==> src/rtl/multicycle_sequencer.sv <==
// -----------------------------------------------------------------------------
// multicycle_sequencer
//
// Control FSM of the single-issue multi-cycle RISC-V core. Steps each
// instruction through FETCH, DECODE, EXECUTE, MEMORY and WRITEBACK and drives
// the per-cycle enables for the datapath. It owns the single memory port,
// which it shares between instruction fetch (address = PC) and data
// load/store (address = ALU result). It also keeps the retired-instruction
// counter and a sticky trap for memory timeouts and illegal opcodes.
//
// Parameters
//   MEM_TIMEOUT    cycles mem_req may stay high without mem_ready before
//                  trapping (>= 2)
//   INSTRET_WIDTH  width of the retired-instruction counter
//
// Ports
//   clk, rst_n        clock, asynchronous active-low reset
//   enable            run request, sampled in IDLE and at each commit
//   write/store/load/branch, next_pc_selector
//                     instruction class and next-PC source from the decoder
//   branch_taken      branch comparator result, valid in EXECUTE
//   instr_legal       decoder recognised the opcode, valid in DECODE
//   mem_ready         memory accepts/completes the current request
//   mem_req, mem_we, mem_addr_sel
//                     shared memory port request, write enable, address select
//   ir_load           latch the instruction register
//   pc_write, pc_src  PC update enable and PC mux select
//   reg_write         register file write enable
//   retire, instret   commit pulse and retired-instruction count
//   trap, trap_cause  sticky fault flag and cause (01 timeout, 10 illegal)
//   state             current FSM state encoding
// -----------------------------------------------------------------------------
module multicycle_sequencer #(
   parameter int unsigned MEM_TIMEOUT   = 16,
   parameter int unsigned INSTRET_WIDTH = 32
) (
   input  logic                     clk,
   input  logic                     rst_n,
   input  logic                     enable,
   input  logic                     write,
   input  logic                     store,
   input  logic                     load,
   input  logic                     branch,
   input  logic [1:0]               next_pc_selector,
   input  logic                     branch_taken,
   input  logic                     instr_legal,
   input  logic                     mem_ready,
   output logic                     mem_req,
   output logic                     mem_we,
   output logic                     mem_addr_sel,
   output logic                     ir_load,
   output logic                     pc_write,
   output logic [1:0]               pc_src,
   output logic                     reg_write,
   output logic                     retire,
   output logic [INSTRET_WIDTH-1:0] instret,
   output logic                     trap,
   output logic [1:0]               trap_cause,
   output logic [2:0]               state
);

   typedef enum logic [2:0] {
      S_IDLE      = 3'd0,
      S_FETCH     = 3'd1,
      S_DECODE    = 3'd2,
      S_EXECUTE   = 3'd3,
      S_MEMORY    = 3'd4,
      S_WRITEBACK = 3'd5,
      S_TRAP      = 3'd7
   } state_e;

   localparam logic [1:0] CAUSE_TIMEOUT = 2'b01;
   localparam logic [1:0] CAUSE_ILLEGAL = 2'b10;

   // The wait counter only has to reach MEM_TIMEOUT-1: the stall cycle on
   // which it sits at that value is the one that raises the trap.
   localparam int unsigned           WAIT_W    = $clog2(MEM_TIMEOUT);
   localparam logic [WAIT_W-1:0]     WAIT_LAST = WAIT_W'(MEM_TIMEOUT - 1);

   state_e                     state_q, state_d;
   logic [WAIT_W-1:0]          wait_q, wait_d;
   logic [INSTRET_WIDTH-1:0]   instret_q;
   logic                       trap_q;
   logic [1:0]                 cause_q;

   logic                       commit;
   logic                       trap_set;
   logic [1:0]                 trap_set_cause;
   logic                       mem_stall;

   // --------------------------------------------------------------------------
   // Next-state and output decode
   // --------------------------------------------------------------------------
   always_comb begin
      // NOTE: every output of this block gets a default before the case so
      // that no path leaves a signal unassigned, which would infer a latch.
      state_d        = state_q;
      mem_req        = 1'b0;
      mem_we         = 1'b0;
      mem_addr_sel   = 1'b0;
      ir_load        = 1'b0;
      pc_write       = 1'b0;
      pc_src         = 2'b00;
      reg_write      = 1'b0;
      commit         = 1'b0;
      trap_set       = 1'b0;
      trap_set_cause = 2'b00;

      case (state_q)
         S_IDLE: begin
            if (enable) state_d = S_FETCH;
         end

         S_FETCH: begin
            mem_req = 1'b1;
            ir_load = mem_ready;
            if (mem_ready) begin
               state_d = S_DECODE;
            end else if (wait_q == WAIT_LAST) begin
               trap_set       = 1'b1;
               trap_set_cause = CAUSE_TIMEOUT;
               state_d        = S_TRAP;
            end
         end

         S_DECODE: begin
            if (!instr_legal) begin
               trap_set       = 1'b1;
               trap_set_cause = CAUSE_ILLEGAL;
               state_d        = S_TRAP;
            end else begin
               state_d = S_EXECUTE;
            end
         end

         S_EXECUTE: begin
            if (load || store) begin
               state_d = S_MEMORY;
            end else if (write) begin
               state_d = S_WRITEBACK;
            end else begin
               // Branch commits here; a not-taken branch falls through to PC+4.
               commit   = 1'b1;
               pc_write = 1'b1;
               pc_src   = (branch && !branch_taken) ? 2'b00 : next_pc_selector;
            end
         end

         S_MEMORY: begin
            mem_req      = 1'b1;
            mem_addr_sel = 1'b1;
            mem_we       = store;
            if (mem_ready) begin
               if (store) begin
                  commit   = 1'b1;
                  pc_write = 1'b1;
                  pc_src   = 2'b00;
               end else begin
                  state_d = S_WRITEBACK;
               end
            end else if (wait_q == WAIT_LAST) begin
               trap_set       = 1'b1;
               trap_set_cause = CAUSE_TIMEOUT;
               state_d        = S_TRAP;
            end
         end

         S_WRITEBACK: begin
            reg_write = 1'b1;
            pc_write  = 1'b1;
            pc_src    = next_pc_selector;
            commit    = 1'b1;
         end

         S_TRAP: begin
            state_d = S_TRAP;
         end

         default: begin
            state_d = S_IDLE;
         end
      endcase

      // enable is only looked at once the instruction has committed.
      if (commit) state_d = enable ? S_FETCH : S_IDLE;
   end

   // A stalled cycle is one where the port is requested but not served.
   assign mem_stall = mem_req && !mem_ready;

   // Any state change restarts the count, so entering FETCH or MEMORY
   // always begins at zero.
   always_comb begin
      wait_d = wait_q;
      if (state_d != state_q) begin
         wait_d = '0;
      end else if (mem_stall) begin
         wait_d = wait_q + WAIT_W'(1);
      end
   end

   // --------------------------------------------------------------------------
   // State registers
   // --------------------------------------------------------------------------
   // NOTE: sequential state uses non-blocking assignments so every register
   // samples the pre-edge values of the others, independent of statement order.
   always_ff @(posedge clk or negedge rst_n) begin
      if (!rst_n) begin
         state_q   <= S_IDLE;
         wait_q    <= '0;
         instret_q <= '0;
         trap_q    <= 1'b0;
         cause_q   <= 2'b00;
      end else begin
         state_q <= state_d;
         wait_q  <= wait_d;
         if (commit) instret_q <= instret_q + INSTRET_WIDTH'(1);
         if (trap_set) begin
            trap_q  <= 1'b1;
            cause_q <= trap_set_cause;
         end
      end
   end

   assign retire     = commit;
   assign instret    = instret_q;
   assign trap       = trap_q;
   assign trap_cause = cause_q;
   assign state      = state_q;

   // --------------------------------------------------------------------------
   // Structural invariants of the enables
   // --------------------------------------------------------------------------
   a_pc_src_idle : assert property (@(posedge clk) disable iff (!rst_n)
      !pc_write |-> (pc_src == 2'b00));

   a_enable_excl : assert property (@(posedge clk) disable iff (!rst_n)
      (state_q != S_WRITEBACK) |-> $onehot0({ir_load, pc_write, reg_write}));

   a_trap_quiet : assert property (@(posedge clk) disable iff (!rst_n)
      (state_q == S_TRAP) |-> !(mem_req || ir_load || pc_write || reg_write || retire));

endmodule

==> config.mk <==
export PLATFORM = sky130hd
export DESIGN_NAME = multicycle_sequencer
export DESIGN_NICKNAME = d
export VERILOG_FILES = /design/src/rtl/multicycle_sequencer.sv
export SDC_FILE = /design/constraint.sdc
export NUM_CORES = 1
export LEC_CHECK = 0
export CORE_ASPECT_RATIO = 1.5
export CORE_MARGIN = 4
export CORE_UTILIZATION = 46
export CTS_BUF_LIST = sky130_fd_sc_hd__clkbuf_16
export DETAILED_ROUTE_END_ITERATION = 10
export HOLD_SLACK_MARGIN = 0.1
export PLACE_DENSITY = 0.77
export SLEW_MARGIN = 20
export SYNTH_ARGS = -nofsm -noshare
export SYNTH_HDL_FRONTEND = slang
export SYNTH_SLANG_ARGS = --single-unit
==> constraint.sdc <==
create_clock -name clk -period 2.5 [get_ports clk]
set_clock_uncertainty 0.05 [all_clocks]
set_input_delay 0.5 -clock clk [delete_from_list [all_inputs] [get_ports clk]]
set_output_delay 0.5 -clock clk [all_outputs]
set_load 0.005 [all_outputs]
Yosys cells after proc, flatten, opt, wreduce, memory -nomap -nowiden
Cells that the tools add are included.
{"block": "word_totals", "register_bits": 42, "in_bits": 12, "out_inout_bits": 47, "word_cells": 58}
{"block": "op_classes", "n_addsub": 2, "n_eq_ne": 8, "muxes": 35, "n_reduce_logical": 8}
{"operator": "32-bit by 1-bit adder with 32-bit output, second input constant", "count": 1}
{"operator": "3-bit 2-to-1 mux", "count": 9}
{"operator": "3-bit one-hot mux with 7 select lines", "count": 1}
{"operator": "1-bit 2-to-1 mux", "count": 14}
{"operator": "2-bit 2-to-1 mux", "count": 5}
{"operator": "3-bit == test, second input constant", "count": 3}
{"operator": "4-bit 2-to-1 mux", "count": 2}
{"operator": "2-bit one-hot mux with 2 select lines", "count": 2}
{"operator": "3-bit by 2-bit == test with 1-bit output, second input constant", "count": 2}
{"operator": "4-bit by 1-bit adder with 4-bit output, second input constant", "count": 1}
{"operator": "4-bit == test, second input constant", "count": 1}
{"operator": "3-bit by 1-bit == test with 1-bit output, second input constant", "count": 1}
{"operator": "3-bit zero test", "count": 1}
{"operator": "3-bit inequality test", "count": 1}
{"operator": "1-bit one-hot mux with 3 select lines", "count": 1}
{"operator": "1-bit logical AND", "count": 2}
{"operator": "1-bit zero test", "count": 2}
{"operator": "1-bit one-hot mux with 2 select lines", "count": 1}
{"operator": "2-bit nonzero test", "count": 1}
{"operator": "2-bit OR reduction", "count": 1}
{"operator": "1-bit logical OR", "count": 1}

Logic depth before layout (Yosys ltp)
Gate-level depths: netlist (run 1).
{"block": "depth", "depth_word": 7, "mapped_depth": 8, "depth_no_buf": 6}

Worst setup path before layout (run 1)
No wires, ideal clock.
{"block": "synth_timing", "path_type": "input port to flip-flop", "start": "in write", "end": "reg instret_q[29] (netlist: instret[29])", "setup_time_ns": 0.124, "t_arrival_ns": 2.071, "t_required_ns": 2.326, "setup_slack_ns": 0.255, "stages": 7, "n_path_buf": 2, "cell_sequence": "or3_4 -> o32a_1 -> buf_6 -> nor4_4 -> buf_6 -> nand4_1 -> xnor2_1"}
{"block": "synth_between", "elab_chain_len": 3}
{"item": "start: declaration", "line_no": "40", "text": "input logic write,"}
{"item": "1-bit 2-to-1 mux", "line_no": "139", "text": "end else if (write) begin"}
{"item": "1-bit 2-to-1 mux", "line_no": "137", "text": "if (load || store) begin"}
{"item": "1-bit one-hot mux with 3 select lines", "line_no": "109", "text": "case (state_q)"}
{"item": "end signal: assignment", "line_no": "217", "text": "if (commit) instret_q <= instret_q + INSTRET_WIDTH'(1);"}
{"item": "end: declaration", "line_no": "82", "text": "logic [INSTRET_WIDTH-1:0] instret_q;"}
No other way between the ends.
A chain may end at the register's enable or synchronous reset.

Final worst setup path (run 1)
{"block": "layout_timing", "start": "in mem_ready", "end": "out ir_load"}
{"block": "layout_between", "elab_chain_len": 1}
{"item": "start: declaration", "line_no": "47", "text": "input logic mem_ready,"}
{"item": "1-bit 2-to-1 mux", "line_no": "109"}
{"item": "end: declaration", "line_no": "51", "text": "output logic ir_load,"}
No other way between the ends.

==> impl_metrics.ini, run 1 <==
[sta]
layout_min_cycle_time_ns = 2.41
setup_viol = 0
drv_slew = 0
grt_setup_unrepaired = no
setup_tns_ns = 0
slew_headroom_pct = 64.6
min_period_over_period_pct = 96.5
finalHoldViolations = 0
fmax_mhz = 415
whs_ns = 0.423
tightest_slew_ns = 0.526

[routing]
drt-wirelength-per-cell_um = 14.8
drtAntennaViolNets = 0
routed_wl_um = 5270
drt_iter0_drc = 149
firstDrtPassIters = 4
post-route-drc-count = 0
vias = 1909
avgViaCountPerCell = 5.38

[synth]
synth.distinct_cells = 42
yosysSeqAreaShare_pct = 47.9
syn-num-nets = 226
yosysWarnings = 0
synth_seq_cells = 42
syn_avg_cell_area_um2 = 10.3
synthCells = 212
syn_area_um2 = 2190

[layout]
final_nets = 304
fin_util_pct = 71.0
fillers = 355
multi_input_area_um2 = 1150
drive_gt1_share_pct = 18.9
area_growth_pct = 48.3
final_common_cell = clkdlybuf4s50_1
antenna_cells = 0
seqCellArea_um2 = 1050
most-common-layout-cells = 51 x clkdlybuf4s50_1, 40 x dfrtp_1, 24 x xnor2_1

[power]
power.leakage_nw = 1.43
power_density_nw_per_um2 = 893
p_seq_share_pct = 31.8
power_frac_comb_pct = 40.2
ir_drop_v = 0.000606
swShare_pct = 32.9
switchingPower_uw = 954
p_int_mw = 1.95
pwr-share-clk_pct = 28.0

[floorplan]
ios = 59
rows = 30
die_h_um = 92.5
core_region_area_um2 = 4580
fp.dieW_um = 64.4
start_util_pct = 47.9
die_area_um2 = 5960

[global_route]
grt_pass1_wl_um = 9000
grt_max_degree = 26
grt_pass1_vias = 1923
antenna_found_initial = 0
grt_usage_pct = 19.2
overflow = 0

[placed_design]
gp_congestion = 0.899
dp_hpwl_um = 3830
io_buffer_count = 58

[critical_path]
arrival_ns = 1.86
worstPathRequired_ns = 1.95
critPathKind = in2out
crit_path_start_kind = input pin
worst_setup_path_end_kind = primary output
cp_max_fo = 8

[flow_run]
maxCapViolCount = 0

[clock_tree]
cts_buffers = 5
clockBufferDepth = 2
root_buffer = clkbuf_16
clock-sinks = 42
cts_max_level = 2
clock_latency_ns = 0.28
cts_tree = done
clkTransAtPathRegs_ns = 0.06

[hold_path]
min_path_type = reg2reg

[outcome]
run_status = finished clean
registers in the layout (all words and copies together), names as in the netlist:
| name | cells |
|---|---|
| state | 3 |
| trap_cause | 2 |
| wait_q | 4 |
| instret | 32 |
| trap | 1 |
cells by family (layout without fill, tap and decap cells):
| family | Yosys count | count (layout) | share of synthesized area (%) |
|---|---|---|---|
| simple gates | 96 | 96 | 25.7 |
| flops | 42 | 42 | 47.9 |
| compound gates | 19 | 19 | 6.51 |
| xor+xnor | 36 | 36 | 14.4 |
| buf+inv | 16 | 95 | 3.82 |
| fa+ha+maj | 2 | 2 | 1.14 |
| mux | 1 | 1 | 0.514 |
metrics by stage:
step           power [mW]  instance area (µm²)  std cells  worst slack [ns]
2_1_floorplan        1.47                 2190        212             0.255
3_3_place_gp         1.95                 2950        345            -0.448
3_5_place_dp         1.97                 2950        345            -0.471
4_1_cts              2.81                 3190        355           0.00292
5_1_grt              3.09                 3250        355            0.0216
6_report             2.90                 3250        355            0.0880
synthesized netlist by cell type (all sizes together):
cell | count | share of area (%)
dfrtp | 42 | 48
xnor2 | 25 | 10
nand2 | 21 | 3.6
nand3 | 14 | 3.2
xor2 | 11 | 4.4
nand4 | 10 | 2.9
buf | 8 | 2.5
nor2 | 8 | 1.4
and3 | 7 | 2.0
nor4 | 7 | 2.7
a21oi | 6 | 1.4
nor3 | 6 | 1.4
and4 | 4 | 1.6
inv | 4 | 0.68
nand2b | 4 | 1.1
and2 | 3 | 0.86
clkbuf | 3 | 0.51
nor2b | 3 | 0.86
nor3b | 3 | 1.0
nor4b | 3 | 1.9
a21o | 2 | 0.68
a311oi | 2 | 1.1
ha | 2 | 1.1
o31ai | 2 | 0.68
a2111oi | 1 | 0.40
a211oi | 1 | 0.34
clkinv | 1 | 0.17
mux2 | 1 | 0.51
o21ai | 1 | 0.23
o311a | 1 | 0.46
o311ai | 1 | 0.40
o31a | 1 | 0.40
o32a | 1 | 0.46
or2 | 1 | 0.29
or3 | 1 | 0.51
or4b | 1 | 0.46
layer usage:
metal  wire length [µm]  track usage [%]
met1               2010             21.9
met2               2850             33.7
met3                267             4.25
met4                142             8.82
met5                  0                0
critical path, stage by stage:
cell and delay [ns]:
clkdlybuf4s50_1 0.55, buf_4 0.19, and2_1 0.13, clkdlybuf4s50_1 0.50
area by class of cell:
class                      count  area share (%)
timing repair buffer          82            23.2
clock buffer                   5            3.85
clock inverter                 3            1.96
inverter                       5           0.616
multi-input combinational    154            35.5
tap                           64            2.46
sequential                    42            32.4
what timing repair did:
item                                    4_1_cts  5_1_grt
cloned                                        1        0
endpoints found under the hold margin        17        0
gates resized for setup                      24       12
hold buffers                                  1        0
pin swaps                                     5        2
buffers inserted                              2        0
endpoints found under the setup margin       26       10
worst paths after layout:
check                            startpoint           to  slack, ns  depth (start not counted)
worst max register to register    wait_q[0]    wait_q[0]       0.25                          7
worst max-delay path              mem_ready      ir_load       0.09                          4
worst min-delay path            instret[31]  instret[31]       0.42                          1
min in group asynchronous             rst_n  instret[19]       0.62                          2
worst min register to register  instret[31]  instret[31]       0.42                          1
max in group asynchronous             rst_n     state[1]       1.11                          3
power groups by stage:
| stage | Sequential, mW | Clock, mW | Combinational (mW) |
|---|---|---|---|
| 4_1_cts | 0.916 | 0.826 | 1.07 |
| 3_5_place_dp | 0.920 | 0 | 1.05 |
| 6_report | 0.924 | 0.813 | 1.17 |
| 5_1_grt | 0.950 | 0.857 | 1.28 |
| 3_3_place_gp | 0.919 | 0 | 1.03 |
| 2_1_floorplan | 0.884 | 0 | 0.581 |
Note: power is estimated with default switching activity, not from simulation.
==> inputs of run 2 (changes only) <==
--- a/config.mk
+++ b/config.mk
@@ -12,7 +12,7 @@
 export DETAILED_ROUTE_END_ITERATION = 10
 export HOLD_SLACK_MARGIN = 0.1
 export PLACE_DENSITY = 0.77
-export SLEW_MARGIN = 20
+export SLEW_MARGIN = 30
 export SYNTH_ARGS = -nofsm -noshare
 export SYNTH_HDL_FRONTEND = slang
 export SYNTH_SLANG_ARGS = --single-unit
==> results of run 2 <==
Same layout as run 1: the final DEF is identical, and so are final timing and power.
==> inputs of run 3 (changes only) <==
--- a/config.mk
+++ b/config.mk
@@ -5,13 +5,16 @@
 export SDC_FILE = /design/constraint.sdc
 export NUM_CORES = 1
 export LEC_CHECK = 0
+export CELL_PAD_IN_SITES_DETAIL_PLACEMENT = 0
+export CELL_PAD_IN_SITES_GLOBAL_PLACEMENT = 2
 export CORE_ASPECT_RATIO = 1.5
 export CORE_MARGIN = 4
-export CORE_UTILIZATION = 46
+export CORE_UTILIZATION = 30
 export CTS_BUF_LIST = sky130_fd_sc_hd__clkbuf_16
 export DETAILED_ROUTE_END_ITERATION = 10
 export HOLD_SLACK_MARGIN = 0.1
-export PLACE_DENSITY = 0.77
+export PLACE_DENSITY_LB_ADDON = 0.1
+export RECOVER_POWER = 25
 export SLEW_MARGIN = 30
 export SYNTH_ARGS = -nofsm -noshare
 export SYNTH_HDL_FRONTEND = slang
==> impl_metrics.ini, run 3 (synthesis results as in run 1) <==
[routing]
routed_wl_um = 5400
drt_iter0_drc = 67
wl_met3_um = 243
vias = 1845
routed-wl-met2_um = 2940
firstDrtPassIters = 4
avgViaCountPerCell = 4.78
top_layer_used = met4
post-route-drc-count = 0
drtAntennaViolNets = 0
drt-wirelength-per-cell_um = 14.0
wl_met1_um = 2150

[floorplan]
rows = 37
die_area_um2 = 8770
core_region_area_um2 = 6990
start_util_pct = 31.4
ios = 59
fp.dieW_um = 77.8
die_h_um = 113

[placed_design]
gp_congestion = 0.735
io_buffer_count = 58
dp_cells = 380
dpl_worst_slack_ns = -0.479
dp_hpwl_um = 4180

[sta]
finalHoldViolations = 0
whs_ns = 0.354
setup_viol = 0
min_period_over_period_pct = 97.3
layout_min_cycle_time_ns = 2.43
tightest_slew_ns = 1.09
fin_ws_ns = 0.0666
setup_tns_ns = 0
slew_headroom_pct = 27.5
grt_setup_unrepaired = no
fmax_mhz = 411
drv_slew = 0

[clock_tree]
cts_buffers = 5
root_buffer = clkbuf_16
cts_tree = done
cts_max_level = 2
clock-sinks = 42
clock_latency_ns = 0.28
cts_hold_buf = 0
clockBufferDepth = 2
clkTransAtPathRegs_ns = 0.06

[critical_path]
worstPathRequired_ns = 1.95
worst_setup_path_end_kind = primary output
slowest_stage = clkdlybuf4s50_1
cp_cell_sequence = clkdlybuf4s50_1 > or3_4 > o32a_1 > clkinv_2 > clkdlybuf4s15_2
cp_max_fo = 3
critPathKind = in2out
reg2reg_slack_ns = 0.26
crit_path_start_kind = input pin
arrival_ns = 1.88
slowest_delay_ns = 0.39

[layout]
most-common-layout-cells = 52 x clkdlybuf4s50_1, 41 x dfrtp_1, 25 x xnor2_1
antenna_cells = 0
instances_no_fill = 386
final_common_cell = clkdlybuf4s50_1
largest_register_ffs = 32
final_nets = 304
drive_gt1_share_pct = 15.6
area_growth_pct = 44.4

[global_route]
overflow = 0
grt_usage_pct = 13.1
grt_pass1_vias = 1936
antenna_found_initial = 0
grt_pass1_wl_um = 9430
grt_max_degree = 21

[power]
ir_drop_v = 0.000385
power_density_nw_per_um2 = 817
power.leakage_nw = 1.36

[flow_run]
maxCapViolCount = 0

[outcome]
run_status = finished clean

[hold_path]
min_path_type = in2async
run 3: final timing paths:
check	from	endpoint	cells past startpoint
min in group clk	trap	trap	2
max reg2reg	wait_q[0]	wait_q[3]	6
max in group asynchronous	rst_n	instret[8]	2
min reg2reg	trap	trap	2
max	write	retire	5
min	rst_n	instret[18]	1
run 3: metal layers:
layer | up-vias | track usage, %
met5 | - | 0
met4 | 0 | 4.51
met3 | 6 | 2.55
met2 | 47 | 24.4
met1 | 888 | 14.6
li1 | 904 | -
run 3: layout make-up:
class                      count  area [µm²]
timing repair buffer          82         744
clock inverter                 1        3.75
sequential                    42        1050
fill                         684        3820
multi-input combinational    154        1100
inverter                       5        20.0
clock buffer                   5         125
tap                           97         121
run 3: worst max-delay path, delay by kind of cell:
family          cells  cell delay [ns]
buf+inv             3             0.65
compound gates      1             0.34
simple gates        1             0.39
run 3: what timing repair did:
action | 4_1_cts | 5_1_grt
buffers inserted | 0 | 0
endpoints found under the setup margin | 5 | 11
pin swaps | 5 | 1
resized for setup | 18 | 7
run 3: stage by stage:
| stage | util (%) | instance area, µm² | power (mW) |
|---|---|---|---|
| 4_1_cts | 45.2 | 3160 | 2.61 |
| 3_3_place_gp | 43.2 | 3020 | 2.01 |
| 2_1_floorplan | - | 2190 | 1.47 |
| 3_5_place_dp | 43.2 | 3020 | 2.00 |
| 6_report | 45.3 | 3170 | 2.59 |
| 5_1_grt | 45.3 | 3170 | 2.78 |
run 3: power breakdown:
group,switching (mW),internal [mW]
Clock,0.239,0.355
Sequential,0.140,0.778
Combinational,0.504,0.569
